`config.mk`:
```
export PLATFORM = sky130hd
export DESIGN_NAME = multicycle_control_unit
export DESIGN_NICKNAME = d
export VERILOG_FILES = /design/src/rtl/multicycle_control_unit.sv
export SDC_FILE = /design/constraint.sdc
export NUM_CORES = 1
export LEC_CHECK = 0
export CORE_AREA = 2 2 68 70
export CTS_BUF_LIST = sky130_fd_sc_hd__clkbuf_4 sky130_fd_sc_hd__clkbuf_8 sky130_fd_sc_hd__clkbuf_16
export DETAILED_ROUTE_END_ITERATION = 6
export DIE_AREA = 0 0 70 72
export GPL_ROUTABILITY_DRIVEN = 0
export PLACE_DENSITY = 0.83
export SYNTH_ARGS = -nofsm -noshare
export SYNTH_HDL_FRONTEND = slang
export SYNTH_SLANG_ARGS = --single-unit
```
`constraint.sdc`:
```
create_clock -name clk -period 3.2 [get_ports clk]
set_input_delay 0.64 -clock clk [delete_from_list [all_inputs] [get_ports clk]]
set_output_delay 0.64 -clock clk [all_outputs]
set_load 0.03 [all_outputs]
```
`src/rtl/multicycle_control_unit.sv`:
```
// Multi-cycle control unit: sequences each instruction through
// FETCH/DECODE/EXECUTE/MEM/WRITEBACK and issues per-phase datapath strobes.
// Optional feature macro: CU_PERF_EN (retired-instruction counter).
module multicycle_control_unit #(
   parameter int unsigned INSTR_W = 16,
   parameter int unsigned REG_AW  = 3,
   parameter int unsigned IMM_W   = 8
) (
   input  logic                 clk,
   input  logic                 rst_n,
   input  logic                 instr_valid,
   output logic                 instr_ready,
   input  logic [INSTR_W-1:0]   instruction,
   input  logic                 mem_ack,
   input  logic                 alu_zero,
   output logic [3:0]           alu_control,
   output logic                 alu_src,
   output logic                 reg_write_enable,
   output logic [REG_AW-1:0]    reg_write_addr,
   output logic                 mem_read,
   output logic                 mem_write,
   output logic                 mem_to_reg,
   output logic                 branch_taken,
   output logic                 jump,
   output logic [IMM_W-1:0]     immediate,
   output logic [INSTR_W-5:0]   jump_addr,
   output logic                 instr_retired,
   output logic [2:0]           state,
   output logic [31:0]          retired_count
);

   localparam int unsigned OP_W    = 4;
   localparam int unsigned JA_W    = INSTR_W - OP_W;
   localparam int unsigned RS1_LSB = INSTR_W - OP_W - REG_AW;
   localparam int unsigned RD_LSB  = INSTR_W - OP_W - 3 * REG_AW;
   localparam int unsigned SW_W    = IMM_W - 2;

   localparam logic [3:0] OP_ADDI = 4'h8;
   localparam logic [3:0] OP_ANDI = 4'h9;
   localparam logic [3:0] OP_ORI  = 4'hA;
   localparam logic [3:0] OP_LW   = 4'hB;
   localparam logic [3:0] OP_SW   = 4'hC;
   localparam logic [3:0] OP_BEQ  = 4'hD;
   localparam logic [3:0] OP_JMP  = 4'hE;
   localparam logic [3:0] OP_NOP  = 4'hF;

   localparam logic [3:0] ALU_ADD = 4'd0;
   localparam logic [3:0] ALU_SUB = 4'd1;
   localparam logic [3:0] ALU_AND = 4'd2;
   localparam logic [3:0] ALU_OR  = 4'd3;

   typedef enum logic [2:0] {
      S_FETCH     = 3'd0,
      S_DECODE    = 3'd1,
      S_EXECUTE   = 3'd2,
      S_MEM       = 3'd3,
      S_WRITEBACK = 3'd4
   } state_t;

   state_t            state_q, state_d;
   logic [OP_W-1:0]   ir_op_q;
   logic [OP_W-1:0]   in_op;
   logic              accept;
   logic [IMM_W-1:0]  imm_d;
   logic [REG_AW-1:0] rwa_d;
   logic              op_itype;

   assign state    = state_q;
   assign in_op    = instruction[INSTR_W-1 -: OP_W];
   assign accept   = (state_q == S_FETCH) && instr_valid;
   assign op_itype = (ir_op_q == OP_ADDI) || (ir_op_q == OP_ANDI) || (ir_op_q == OP_ORI);

   // Decode operand fields straight from the fetched word so they are valid from DECODE on
   always_comb begin
      imm_d = '0;
      rwa_d = in_op[3] ? instruction[RS1_LSB +: REG_AW] : instruction[RD_LSB +: REG_AW];
      case (in_op)
         OP_ADDI, OP_ANDI, OP_ORI, OP_LW, OP_BEQ: imm_d = instruction[IMM_W-1:0];
         OP_SW: imm_d = {{2{instruction[SW_W-1]}}, instruction[SW_W-1:0]};
         default: imm_d = '0;
      endcase
   end

   // State register
   always_ff @(posedge clk or negedge rst_n) begin
      if (!rst_n) state_q <= S_FETCH;
      else        state_q <= state_d;
   end

   // Instruction register (only the opcode is needed after acceptance) and decoded fields
   always_ff @(posedge clk or negedge rst_n) begin
      if (!rst_n) begin
         ir_op_q        <= '0;
         immediate      <= '0;
         jump_addr      <= '0;
         reg_write_addr <= '0;
      end else if (accept) begin
         ir_op_q        <= in_op;
         immediate      <= imm_d;
         jump_addr      <= instruction[JA_W-1:0];
         reg_write_addr <= rwa_d;
      end
   end

   // Next-state logic and per-phase strobes
   always_comb begin
      state_d          = state_q;
      instr_ready      = 1'b0;
      alu_control      = ALU_ADD;
      alu_src          = 1'b0;
      reg_write_enable = 1'b0;
      mem_read         = 1'b0;
      mem_write        = 1'b0;
      mem_to_reg       = 1'b0;
      branch_taken     = 1'b0;
      jump             = 1'b0;
      instr_retired    = 1'b0;
      case (state_q)
         S_FETCH: begin
            instr_ready = 1'b1;
            if (instr_valid) state_d = S_DECODE;
         end
         S_DECODE: begin
            if (ir_op_q == OP_JMP) begin
               jump          = 1'b1;
               instr_retired = 1'b1;
               state_d       = S_FETCH;
            end else if (ir_op_q == OP_NOP) begin
               instr_retired = 1'b1;
               state_d       = S_FETCH;
            end else begin
               state_d = S_EXECUTE;
            end
         end
         S_EXECUTE: begin
            alu_src = op_itype || (ir_op_q == OP_LW) || (ir_op_q == OP_SW);
            case (ir_op_q)
               OP_ANDI: alu_control = ALU_AND;
               OP_ORI:  alu_control = ALU_OR;
               OP_BEQ:  alu_control = ALU_SUB;
               default: alu_control = ir_op_q[3] ? ALU_ADD : {1'b0, ir_op_q[2:0]};
            endcase
            if ((ir_op_q == OP_LW) || (ir_op_q == OP_SW)) begin
               state_d = S_MEM;
            end else if (ir_op_q == OP_BEQ) begin
               branch_taken  = alu_zero;
               instr_retired = 1'b1;
               state_d       = S_FETCH;
            end else begin
               state_d = S_WRITEBACK;
            end
         end
         S_MEM: begin
            mem_read  = (ir_op_q == OP_LW);
            mem_write = (ir_op_q == OP_SW);
            if (mem_ack) begin
               if (ir_op_q == OP_LW) begin
                  state_d = S_WRITEBACK;
               end else begin
                  instr_retired = 1'b1;
                  state_d       = S_FETCH;
               end
            end
         end
         S_WRITEBACK: begin
            reg_write_enable = 1'b1;
            mem_to_reg       = (ir_op_q == OP_LW);
            instr_retired    = 1'b1;
            state_d          = S_FETCH;
         end
         default: state_d = S_FETCH;
      endcase
   end

`ifdef CU_PERF_EN
   logic [31:0] retired_cnt_q;

   // Free-running retired-instruction counter, wraps naturally
   always_ff @(posedge clk or negedge rst_n) begin
      if (!rst_n)             retired_cnt_q <= '0;
      else if (instr_retired) retired_cnt_q <= retired_cnt_q + 32'd1;
   end

   assign retired_count = retired_cnt_q;
`else
   assign retired_count = '0;
`endif

endmodule

```
==> results.cfg, run 1 <==
[worst_setup_path]
cp_data_required_time_ns = 2.56
critPathSlowestCell = clkdlybuf4s50_1
path_class = flop to output port
cpLargestDelayFamily = buffers and inverters
cp_max_fo = 14
path_cells = nor2b_1, a41oi_1, o211ai_1, clkdlybuf4s50_1
worst_path_largest_cell_delay_ns = 0.69
worstSetupEndpointType = output port
arrival_ns = 2.15
cp.buffers_inverters = 1
rrSetupSlack_ns = 1.50
worst_setup_path_start_kind = flop

[clock_tree]
htree_levels = 2
cts_setup_buffers = 0
numCtsBuffers = 5
root_buffer = clkbuf_8
ctsResizeCount = 0
clk_pin_slew_ns = 0.06
cts_sinks = 30
tritoncts = yes
cts_buffer_depth = 2
hold_buffers = 0
insertion_delay_ns = 0.28

[floorplan]
dieWidth_um = 70
rows = 24
die_y_um = 72
io_pins = 92
die-area_um2 = 5040
core_um2 = 4260
start_util_pct = 41.0

[power_and_ir_drop]
cellLeakagePower_nw = 1.09
p_per_area_nw_per_um2 = 1030
ir_drop_uv = 535

[detailed_routing]
via_count = 1445
wirelength_mm = 3.81
drc_errors = 0
wl_per_cell_um = 12.4
drt_iter0_markers = 76
drtPass1Iterations = 4
postRouteAntennaNets = 0
via_per_inst = 4.71

[synth]
synth_area_leaders = dfrtp_1 (43%), buf_4 (14%), nand2_1 (12%), a22o_1 (3.0%), nor2b_1 (2.5%)
yosys.cell_count.top_type = nand2_1
yosys.area.top_type_share_pct = 43.0
syn_avg_cell_area_um2 = 8.78
async_flop_share_pct = 100
ys.flop_type = dfrtp_1
syn-cell-area_um2 = 1750
synthTopCellsByCount = nand2_1 (55), buf_4 (33), dfrtp_1 (30)
synth_cell_type_count = 37
synthCells = 199
ys_warn_count = 0
ys_seq_area_share_pct = 43.0
synth-seq-cells = 30
synth_top_area_cell = dfrtp_1
synth_edf_count = 0

[final_layout]
diodes = 0
syn_to_final_growth_pct = 33.7
nets = 275
layout-drive-gt1-share_pct = 5.10

[timing]
worst_clock_skew_ns = 0.00752
hold_viol = 0
max_freq_ghz = 0.358
whs_ns = 0.479
timing.final.crit_share_pct = 87.2
period_minus_slack_ns = 2.79
rsz0062_at_grt = no
finalMaxSlewViolations = 0
tns_ns = 0
setup_viol = 0

[hold_path]
hold_class = flop to flop

[global_route]
grt_max_degree = 31
grt_pass1_vias = 1368
grt_antenna_before_repair = 0
grt_pass1_wl_mm = 6.49
gr-usage-all-layers_pct = 16.0
gr-total-overflow = 0

[placement]
hpwl_mm = 2.82
port_buffers = 58

[outcome]
status = finished clean

[job]
maxCapViolations = 0
worst register-to-register path, cell delays in order, from the launching register on:
cell and delay, ns:
dfrtp_1 0.52, or4b_4 0.77, a22o_1 0.30
placed cells by master, fill, tap and decap left out, types with 3 or more instances in the layout:
cell             instances
clkdlybuf4s50_1         58
nand2_1                 55
conb_1                  33
dfrtp_1                 30
nor2b_1                  7
nor2_1                   6
o21ai_1                  6
a22o_1                   6
clkbuf_8                 5
nor3_1                   4
nand3b_1                 3
inv_1                    3
and3_1                   3
mux2i_1                  3
buf_4                    3
report_power, final:
| group | total (mW) | internal, mW | switching, mW |
|---|---|---|---|
| clock network | 0.381 | 0.249 | 0.132 |
| logic | 1.29 | 0.523 | 0.765 |
| registers | 0.745 | 0.560 | 0.185 |
path summary, 6_finish.rpt:
path / start / endpoint / cells past startpoint
setup / recovery: state[0] / instr_retired / 4
hold / removal: jump_addr[0] / jump_addr[0] / 2
setup reg to reg: state[2] / immediate[3] / 2
hold reg to reg: jump_addr[0] / jump_addr[0] / 2
max in group asynchronous: rst_n / immediate[7] / 2
min in group asynchronous: rst_n / jump_addr[9] / 2
flip-flops by register name (all words and copies together), names as in the netlist:
signal / cells
jump_addr: 12
immediate: 8
ir_op_q: 4
reg_write_addr: 3
state: 3
layer usage:
layer	routed length [µm]	global-route usage, %
met1	1670	20.3
met4	53	6.41
met2	1870	26.2
met5	0	0
met3	210	4.03
cell families after synthesis:
group	synth area share (%)
simple gates	25.9
flops	43.0
other cells	0.215
mux	1.72
buf+inv	18.6
compound gates	10.6
stage by stage:
stage / cells / instance area (µm²) / total power, mW / util, % / worst slack, ns
finish: 307 / 2340 / 2.42 / 54.8 / 0.408
detailed placement: 299 / 2220 / 2.05 / 52.1 / 0.539
global placement: 299 / 2220 / 2.02 / 52.1 / 0.551
CTS: 307 / 2340 / 2.44 / 54.8 / 0.383
global route: 307 / 2340 / 2.58 / 54.8 / 0.208
floorplan: 231 / 1870 / 1.59 / - / 0.498
area by class of cell:
| class | instances | area [µm²] |
|---|---|---|
| repair buffers | 61 | 603 |
| inverters | 3 | 11.3 |
| clock inverters | 1 | 30.0 |
| fillers | 381 | 1930 |
| multi-input cells | 153 | 792 |
| flip-flops and latches | 30 | 751 |
| clock buffers | 7 | 83.8 |
| well taps | 52 | 65.1 |
(Power assumes the default switching activity.)
==> run 2: changes to the inputs <==
==> constraint.sdc (replaced) <==
create_clock -name clk -period 3.2 [get_ports clk]
set_input_delay 0.64 -clock clk [delete_from_list [all_inputs] [get_ports clk]]
set_output_delay 0.64 -clock clk [all_outputs]
set_load 0.005 [all_outputs]
==> run 2 against run 1 <==
Hold slack worse by 0.0047 ns. Combinational power shrank 34%. Sequential cell count is the same. Fmax grew 2.9%. Worst setup slack better by 0.078 ns. Clock skew down 0.0048 ns. Critical path type unchanged. Largest power group unchanged. Highest routed layer unchanged.
==> results.cfg, run 2 (synthesis results as in run 1) <==
[outcome]
status = finished clean

[hold_path]
min_from = jump_addr[9]
hold_class = flop to flop

[detailed_routing]
postRouteAntennaNets = 0
via_per_inst = 4.65
drc_errors = 0
via_count = 1418
drtPass1Iterations = 4
wl_per_cell_um = 12.4
drt_iter0_markers = 136
wirelength_mm = 3.77

[timing]
tns_ns = 0
period_minus_slack_ns = 2.71
rsz0062_at_grt = no
timing.final.crit_share_pct = 84.8
max_freq_ghz = 0.369
hold_viol = 0
worst_clock_skew_ns = 0.00268
finalMaxSlewViolations = 0
whs_ns = 0.474
relSlewSlack_pct = 66.2
worst_pin_slew_ns = 0.508
setup_viol = 0

[final_layout]
syn_to_final_growth_pct = 31.6
layout-drive-gt1-share_pct = 4.35
layout_commonest_cell = clkdlybuf4s50_1
nets = 274
largest_reg_flops = 12
n_fill_cell = 398
stdcell_count = 305
regMostFlops = jump_addr
layout_common_cells = clkdlybuf4s50_1 (58), nand2_1 (55), conb_1 (33), dfrtp_1 (30), nor2b_1 (7)
top_regs = jump_addr (12), immediate (8), ir_op_q (4)
diodes = 0

[worst_setup_path]
path_class = flop to output port
cp_data_required_time_ns = 2.56
worst_setup_path_start_kind = flop
arrival_ns = 2.07
worstSetupEndpointType = output port
startpoint = state[1]
rr_worst_depth = 2
crit_end = instr_retired
r2r-start = state[1]
r2r_end = immediate[0]
cp_max_fo = 16
rrSetupSlack_ns = 1.46

[clock_tree]
cts_setup_buffers = 0
insertion_delay_ns = 0.28
clk_pin_slew_ns = 0.06
root_buffer = clkbuf_8
cts_sinks = 30
ctsResizeCount = 0
tritoncts = yes
hold_buffers = 0
htree_levels = 2
numCtsBuffers = 5
cts_buffer_depth = 2

[floorplan]
dieWidth_um = 70
die_y_um = 72
start_util_pct = 41.0
rows = 24
io_pins = 92
die-area_um2 = 5040
core_um2 = 4260

[placement]
port_buffers = 58
hpwl_mm = 2.72
dp.cells = 298

[power_and_ir_drop]
p_sw_mw = 0.668
power_frac_clock_pct = 15.4
cellLeakagePower_nw = 1.07
comb_power_share_pct = 44.7
finalPower_mw = 1.91
p_int_mw = 1.24
p_per_area_nw_per_um2 = 830
pwr-share-seq_pct = 39.9
p_sw_share_pct = 35.0
ir_drop_uv = 381

[global_route]
grt_max_degree = 31
gr-usage-all-layers_pct = 15.4
gr-total-overflow = 0
grt_pass1_wl_mm = 6.07
grt_antenna_before_repair = 0
gr-usage-met3_pct = 3.47
busiest_layer = met2
grtUsageMet1_pct = 19.4
grt_pass1_vias = 1298
met2_usage_pct = 24.7

[job]
maxCapViolations = 0
[run 2: power by group through the flow]
stage | clock network, mW | logic, mW | registers, mW
6_report | 0.293 | 0.853 | 0.761
3_5_place_dp | 0 | 0.867 | 0.764
2_1_floorplan | 0 | 0.505 | 0.685
3_3_place_gp | 0 | 0.848 | 0.756
4_1_cts | 0.306 | 0.866 | 0.763
5_1_grt | 0.319 | 0.941 | 0.797
[run 2: how the worst min path moves through the flow]
stage | to | slack (ns) | depth (start not counted)
after floorplan | immediate[0] | 0.34 | 0
after global placement | jump_addr[9] | 0.46 | 2
after detailed placement | jump_addr[5] | 0.46 | 2
after CTS | jump_addr[9] | 0.48 | 2
after global routing | jump_addr[10] | 0.50 | 2
final | jump_addr[9] | 0.47 | 2
[run 2: cell type report]
class	instances	area [µm²]	share of cell area, %
multi-input combinational	153	792	34.5
tap	52	65.1	2.83
timing repair buffer	60	596	25.9
inverter	3	11.3	0.490
clock buffer	7	83.8	3.65
sequential	30	751	32.7
[run 2: stage by stage]
step                      setup WS (ns)  utilization (%)  cell area [µm²]
after detailed placement          0.680             51.9             2210
final                             0.487             53.9             2300
after floorplan                    1.42                -             1870
after CTS                         0.453             53.9             2300
after global placement            0.695             51.9             2210
after global routing              0.335             53.9             2300
[run 2: critical path, stage by stage (launching register included)]
cell	delay, ns
dfrtp_1	0.66
nor3b_1	0.33
nand4_1	0.16
o211ai_1	0.13
clkdlybuf4s50_1	0.52
[run 2: per-layer routing]
layer,up-vias,share of wire (%)
met4,0,0.95
li1,704,-
met3,2,6.1
met5,-,0
met1,654,45
met2,58,48
==> run 3: changes to the inputs <==
--- a/config.mk
+++ b/config.mk
@@ -5,12 +5,12 @@
 export SDC_FILE = /design/constraint.sdc
 export NUM_CORES = 1
 export LEC_CHECK = 0
-export CORE_AREA = 2 2 68 70
+export CORE_AREA = 2 2 70 72
 export CTS_BUF_LIST = sky130_fd_sc_hd__clkbuf_4 sky130_fd_sc_hd__clkbuf_8 sky130_fd_sc_hd__clkbuf_16
 export DETAILED_ROUTE_END_ITERATION = 6
-export DIE_AREA = 0 0 70 72
+export DIE_AREA = 0 0 72 74
 export GPL_ROUTABILITY_DRIVEN = 0
-export PLACE_DENSITY = 0.83
+export PLACE_DENSITY = 0.78
 export SYNTH_ARGS = -nofsm -noshare
 export SYNTH_HDL_FRONTEND = slang
 export SYNTH_SLANG_ARGS = --single-unit
==> constraint.sdc (replaced) <==
create_clock -name clk -period 2.65 [get_ports clk]
set_input_delay 0.53 -clock clk [delete_from_list [all_inputs] [get_ports clk]]
set_output_delay 0.53 -clock clk [all_outputs]
set_load 0.005 [all_outputs]
==> run 3 against run 2 <==
Die area grew 5.7%. Largest cell class unchanged. Combinational power is 24% higher. Clock power is 22% higher. Count of clock-buffer cells in the layout unchanged. Sequential power up 19%. Sequential cell count stayed put. Sequential share of layout area decreased by 0.18 points. Hold slack is essentially flat. Critical endpoint unchanged. Clock skew is 0.0026 ns higher. Final area up 0.71%. Final cell count up 0.98%. Utilization shrank 3.6 points.
==> results.cfg, run 3 (synthesis results as in run 1) <==
[final_layout]
multiInputGateArea_um2 = 797
layout-drive-gt1-share_pct = 5.51
n_fill_cell = 441
syn_to_final_growth_pct = 32.5
layout_commonest_cell = clkdlybuf4s50_1
top_regs = jump_addr (12), immediate (8), ir_op_q (4)
seqCellArea_um2 = 752
largest_reg_flops = 12
regMostFlops = jump_addr
diodes = 0
layout_common_cells = clkdlybuf4s50_1 (58), nand2_1 (55), conb_1 (33), dfrtp_1 (29), nor2b_1 (7)
nets = 275

[timing]
finalMaxSlewViolations = 0
rsz0062_at_grt = no
period_minus_slack_ns = 2.43
setup_viol = 0
worst_clock_skew_ns = 0.00532
max_freq_ghz = 0.411
timing.final.crit_share_pct = 91.8
hold_viol = 0
tns_ns = 0
fin_ws_ns = 0.217

[worst_setup_path]
path_class = flop to output port
cp_data_required_time_ns = 2.12
cp.buffers_inverters = 1
cp_max_fo = 13
worst_setup_path_start_kind = flop
worst_path_largest_cell_delay_ns = 0.54
worstSetupEndpointType = output port
rrSetupSlack_ns = 0.92
arrival_ns = 1.90
critPathSlowestCell = dfrtp_1
cpLargestDelayFamily = flip-flops
path_cells = nor3b_2, nand4_1, o211ai_1, clkdlybuf4s50_1

[global_route]
grt_max_degree = 31
grt_pass1_vias = 1309
met2_usage_pct = 24.4
busiest_layer = met2
grtUsageMet1_pct = 20.3
grt_antenna_before_repair = 0
gr-usage-met3_pct = 3.12
gr-usage-all-layers_pct = 15.1
grt_pass1_wl_mm = 6.26
gr-total-overflow = 0

[clock_tree]
cts_sinks = 30
clk_pin_slew_ns = 0.06
cts_setup_buffers = 0
htree_levels = 2
insertion_delay_ns = 0.27
numCtsBuffers = 5
root_buffer = clkbuf_8
cts_buffer_depth = 2
tritoncts = yes

[floorplan]
core_um2 = 4600
die-area_um2 = 5330
io_pins = 92
start_util_pct = 38.0
dieWidth_um = 72
die_y_um = 74
rows = 25

[detailed_routing]
drt_iter0_markers = 85
via_count = 1426
via_per_inst = 4.63
drtPass1Iterations = 4
wl_per_cell_um = 12.5
drc_errors = 0
postRouteAntennaNets = 0
wirelength_mm = 3.85

[hold_path]
hold_class = flop to flop

[placement]
port_buffers = 58
hpwl_mm = 2.77
place_ws_ns = 0.379

[power_and_ir_drop]
ir_drop_uv = 329
cellLeakagePower_nw = 1.08
p_per_area_nw_per_um2 = 1000

[outcome]
status = finished clean

[job]
maxCapViolations = 0
-- run 3: cell types whose count changed in the layout (fill, tap and decap cells not counted) --
cell     before  now
dfrtp_2       0    1
nor3b_2       0    1
buf_4         2    3
nor3b_1       2    1
dfrtp_1      30   29
-- run 3: layer usage --
| layer | share of wire [%] | routed length, µm | vias up |
|---|---|---|---|
| li1 | - | - | 708 |
| met1 | 47 | 1800 | 655 |
| met2 | 47 | 1810 | 60 |
| met3 | 5.7 | 218 | 3 |
| met4 | 0.49 | 19 | 0 |
| met5 | 0 | 0 | - |
-- run 3: timing repair --
item,in CTS,in global routing
gates resized for setup,0,2
setup endpoints to repair,0,3
hold buffers,0,0
-- run 3: where the power goes --
part	switching, mW	internal [mW]	leakage [nW]
registers	0.225	0.677	0.379
clock network	0.156	0.201	0.0452
logic	0.434	0.629	0.656
-- run 3: layout make-up --
cell class                      count  share of cell area (%)
Inverter                            3                   0.486
Multi-Input combinational cell    153                    34.4
Sequential cell                    30                    32.5
Tap cell                           54                    2.92
Clock buffer                        7                    3.62
Timing Repair Buffer               61                    26.1
-- run 3: stage by stage --
stage	cell area (µm²)	utilization, %	total power [mW]	hold slack [ns]	instances
finish	2310	50.3	2.32	0.474	308
global placement	2220	48.4	1.95	0.458	301
detailed placement	2220	48.4	1.98	0.462	301
floorplan	1870	-	1.44	0.234	231
global route	2310	50.3	2.52	0.497	308
CTS	2310	50.2	2.35	0.478	308
-- run 3: worst paths after layout --
| path | start | depth (start not counted) | end |
|---|---|---|---|
| max | state[2] | 4 | instr_retired |
| min | jump_addr[2] | 2 | jump_addr[2] |
| max reg2reg | state[2] | 2 | immediate[3] |
| min reg2reg | jump_addr[2] | 2 | jump_addr[2] |
| max in group asynchronous | rst_n | 2 | state[0] |
| min in group asynchronous | rst_n | 2 | immediate[5] |
-- run 3: worst min-delay path: cells and delay by family, from the launching register on --
| family | cells | cell delay (ns) |
|---|---|---|
| flops | 1 | 0.34 |
| simple gates | 2 | 0.10 |
==> variant 1: new RTL, flow settings as in run 2 <==
Build with the macro `CU_PERF_EN` defined.
--- a/src/rtl/multicycle_control_unit.sv
+++ b/src/rtl/multicycle_control_unit.sv
@@ -2,4 +2,6 @@
 // FETCH/DECODE/EXECUTE/MEM/WRITEBACK and issues per-phase datapath strobes.
 // Optional feature macro: CU_PERF_EN (retired-instruction counter).
+`define CU_PERF_EN
+
 module multicycle_control_unit #(
    parameter int unsigned INSTR_W = 16,
Behaviour: not the same (Yosys sat finds a counterexample within 4 cycles, from zero or initial values and one cycle with rst_n low).
==> variant 1 against run 2 <==
The flow now stops in global placement; area after synthesis up 89%.
==> variant 1: results (changes against run 2) <==
Run status
  – Status: did not finish
  – Last stage reached: global placement
  – First Err: [ERROR GPL-0301] Utilization 104.016 % exceeds 100%.

Yosys
  – Main area contributors after synthesis: dfrtp_1, nand2_1, xor2_1
  – Synth Flop Type: dfrtp_1
  – Most common library cells after synthesis: nand2_1, dfrtp_1, xor2_1
  – Synth Net Count: between 300 and 400
  – Netlist cell types: 46 (+24%)
  – Average cell area after synthesis: 10.0 µm² (+14%)
  – Sequential area share after synthesis: 47.0% (+4.0 points)
  – Yosys reg bits: 62 (+110%)
  – YS warnings: 0 (unchanged)
  – Asr flop ratio synth: 100% (unchanged)

Placement
  – Number of I/O port buffers: 90 (+55%)

Die
  – Rows: 24 (unchanged)
variant 1: changes by cell type after synthesis, sizes merged, moves of 5 or more:
cell	change
a2111oi	+20
a21oi	+15
a22o	-6
buf	-24
clkbuf	+5
dfrtp	+32
inv	+5
nand2	+23
nand3	+16
nand4	+5
nor2b	-6
xor2	+28
variant 1: cells by family after synthesis:
logic type / share of synthesized area, %
AOI/OAI and AO/OA: 16.6
xor gates and xnor gates: 8.22
adders and majority gates: 0.379
buffers and inverters: 5.11
DFF: 47.0
muxes: 1.25
other: 0.114
and+or+nand+nor: 21.4
==> variant 2: new RTL, flow settings as in run 2 <==
Made on the original files. Set the parameter `IMM_W` to 7 (it was 8).
--- a/src/rtl/multicycle_control_unit.sv
+++ b/src/rtl/multicycle_control_unit.sv
@@ -5,5 +5,5 @@
    parameter int unsigned INSTR_W = 16,
    parameter int unsigned REG_AW  = 3,
-   parameter int unsigned IMM_W   = 8
+   parameter int unsigned IMM_W   = 7
 ) (
    input  logic                 clk,
Ports: changed (resized immediate); port bits go from 92 to 91. No check against the original RTL was run, so the function may have changed too.
==> variant 2 against run 2 <==
Wire length fell by 1.2%; final area fell by 1.3%; area after synthesis fell by 1.6%; setup slack got worse by 0.037 ns; clock skew rose by 0.0059 ns; final cell count rose by 2.0%; global-route usage fell by 0.19 points; utilization fell by 0.67 points; power fell by 3.0%; sequential cell count fell by 1.
==> variant 2: results (changes against run 2) <==
Yosys
  – Main area contributors after synthesis: dfrtp_1, buf_4, nand2_1
  – Synth Flop Type: dfrtp_1
  – Synth Area in Compound Gates: 8.16% (-2.4 points)
  – Asr flop ratio synth: 100% (unchanged)
  – Average cell area after synthesis: 8.34 µm² (-5.0%)
  – Netlist cell types: 36 (-2.7%)
  – Multiplexer share of the synthesized area: 1.75% (+0.029 points)
  – Post-Synth XOR/XNOR Area: 0% (unchanged)
  – Area share of fa/ha/maj cells after synthesis: 0% (unchanged)
  – Sequential area share after synthesis: 42.2% (-0.74 points)
  – Most common library cells after synthesis: nand2_1, buf_4, dfrtp_1, clkbuf_1, o21ai_0

Finish
  – Largest registers: jump_addr x12, immediate x7, ir_op_q x4
  – Fraction of layout cells with a size suffix above 1: 4.25% (-0.10 points)
  – Diodes inserted: 0 (unchanged)
  – Post-Layout Cell Count: 311 (+2.0%)
  – Final #Nets: 279 (+1.8%)

Detailed routing
  – DR iter-0 viols: 69 (-49%)
  – Met3 Routed Length: 267 µm (+17%)
  – Routed Wire Length: 3.73 mm (-1.2%)
  – Vias: 1,425 (+0.49%)
  – Met2 WL: 1.80 mm (-0.99%)
  – WL met1: 1.65 mm (-2.5%)

Min path
  – Hold path depth: 2 (unchanged)
  – Hold Crit Class: register to register

Global routing
  – GR Util met2: 25.5% (+0.85 points)
  – Largest net degree at the start of global routing: 30 (-3.2%)
  – GRT Util Overall: 15.2% (-0.19 points)
  – First-pass GRT wire length: 6.15 mm (+1.4%)
  – Vias in the first global route: 1,333 (+2.7%)
  – Global-route met3 utilization: 4.17% (+0.69 points)
  – GR Layer Usage met1: 19.0% (-0.39 points)

Placement
  – Dpl cell area: 2180 µm² (-1.4%)
  – Post-DP HPWL: 2.69 mm (-1.1%)
  – Post-Place Cells: 303 (+1.7%)
  – Number of I/O port buffers: 57 (-1.7%)
  – DP Worst Slack: 0.690 ns (+0.0102 ns)

STA
  – Clock Skew: 0.00854 ns (+0.00586 ns)
  – Max_slew headroom: 44.2% (-22 points)

Worst setup path
  – Largest stage delay, worst path: 0.66 ns (about the same)
  – Slowest cell on the critical path: dfrtp_1
  – Worst Reg-to-Reg Cells: 3 (+1)
  – Data arrival, critical path: 2.11 ns (+0.04 ns)

Pwr
  – P_sw: 0.672 mW (+0.70%)
  – Sw Ratio: 36.3% (+1.3 points)
  – Static leakage: 1.07 nW (-0.12%)
  – Peak VDD IR: 0.000397 V (+4.3%)
  – Clock group: 0.292 mW (about the same)
  – Flop pwr share: 40.3% (+0.4 points)

Clock network
  – Setup bufs post-CTS: 0 (unchanged)
  – Clock tree buffer depth: 2 (unchanged)

Run status
  – Status: completed
-- variant 2: changes by cell type after synthesis, moves of 2 or more --
cell	delta
a22o_1	-6
nand2_1	+8
o21ai_1	-6
nand3_1	+5
clkbuf_1	+3
buf_2	-2
o21ai_0	+6
-- variant 2: path summary, 6_finish.rpt --
kind | from | end | slack (ns)
hold reg to reg | immediate[2] | immediate[2] | 0.47
min in group asynchronous | rst_n | jump_addr[3] | 0.76
max in group asynchronous | rst_n | ir_op_q[3] | 2.16
setup / recovery | state[1] | instr_retired | 0.45
setup reg to reg | state[1] | reg_write_addr[2] | 1.23
hold / removal | immediate[2] | immediate[2] | 0.47
-- variant 2: cell type report --
| type | count | area [µm²] |
|---|---|---|
| Clock inverter | 2 | 10.0 |
| Clock buffer | 6 | 76.3 |
| Inverter | 3 | 11.3 |
| Multi-Input combinational cell | 160 | 796 |
| Sequential cell | 29 | 726 |
| Fill cell | 421 | 1990 |
| Tap cell | 52 | 65.1 |
| Timing Repair Buffer | 59 | 586 |
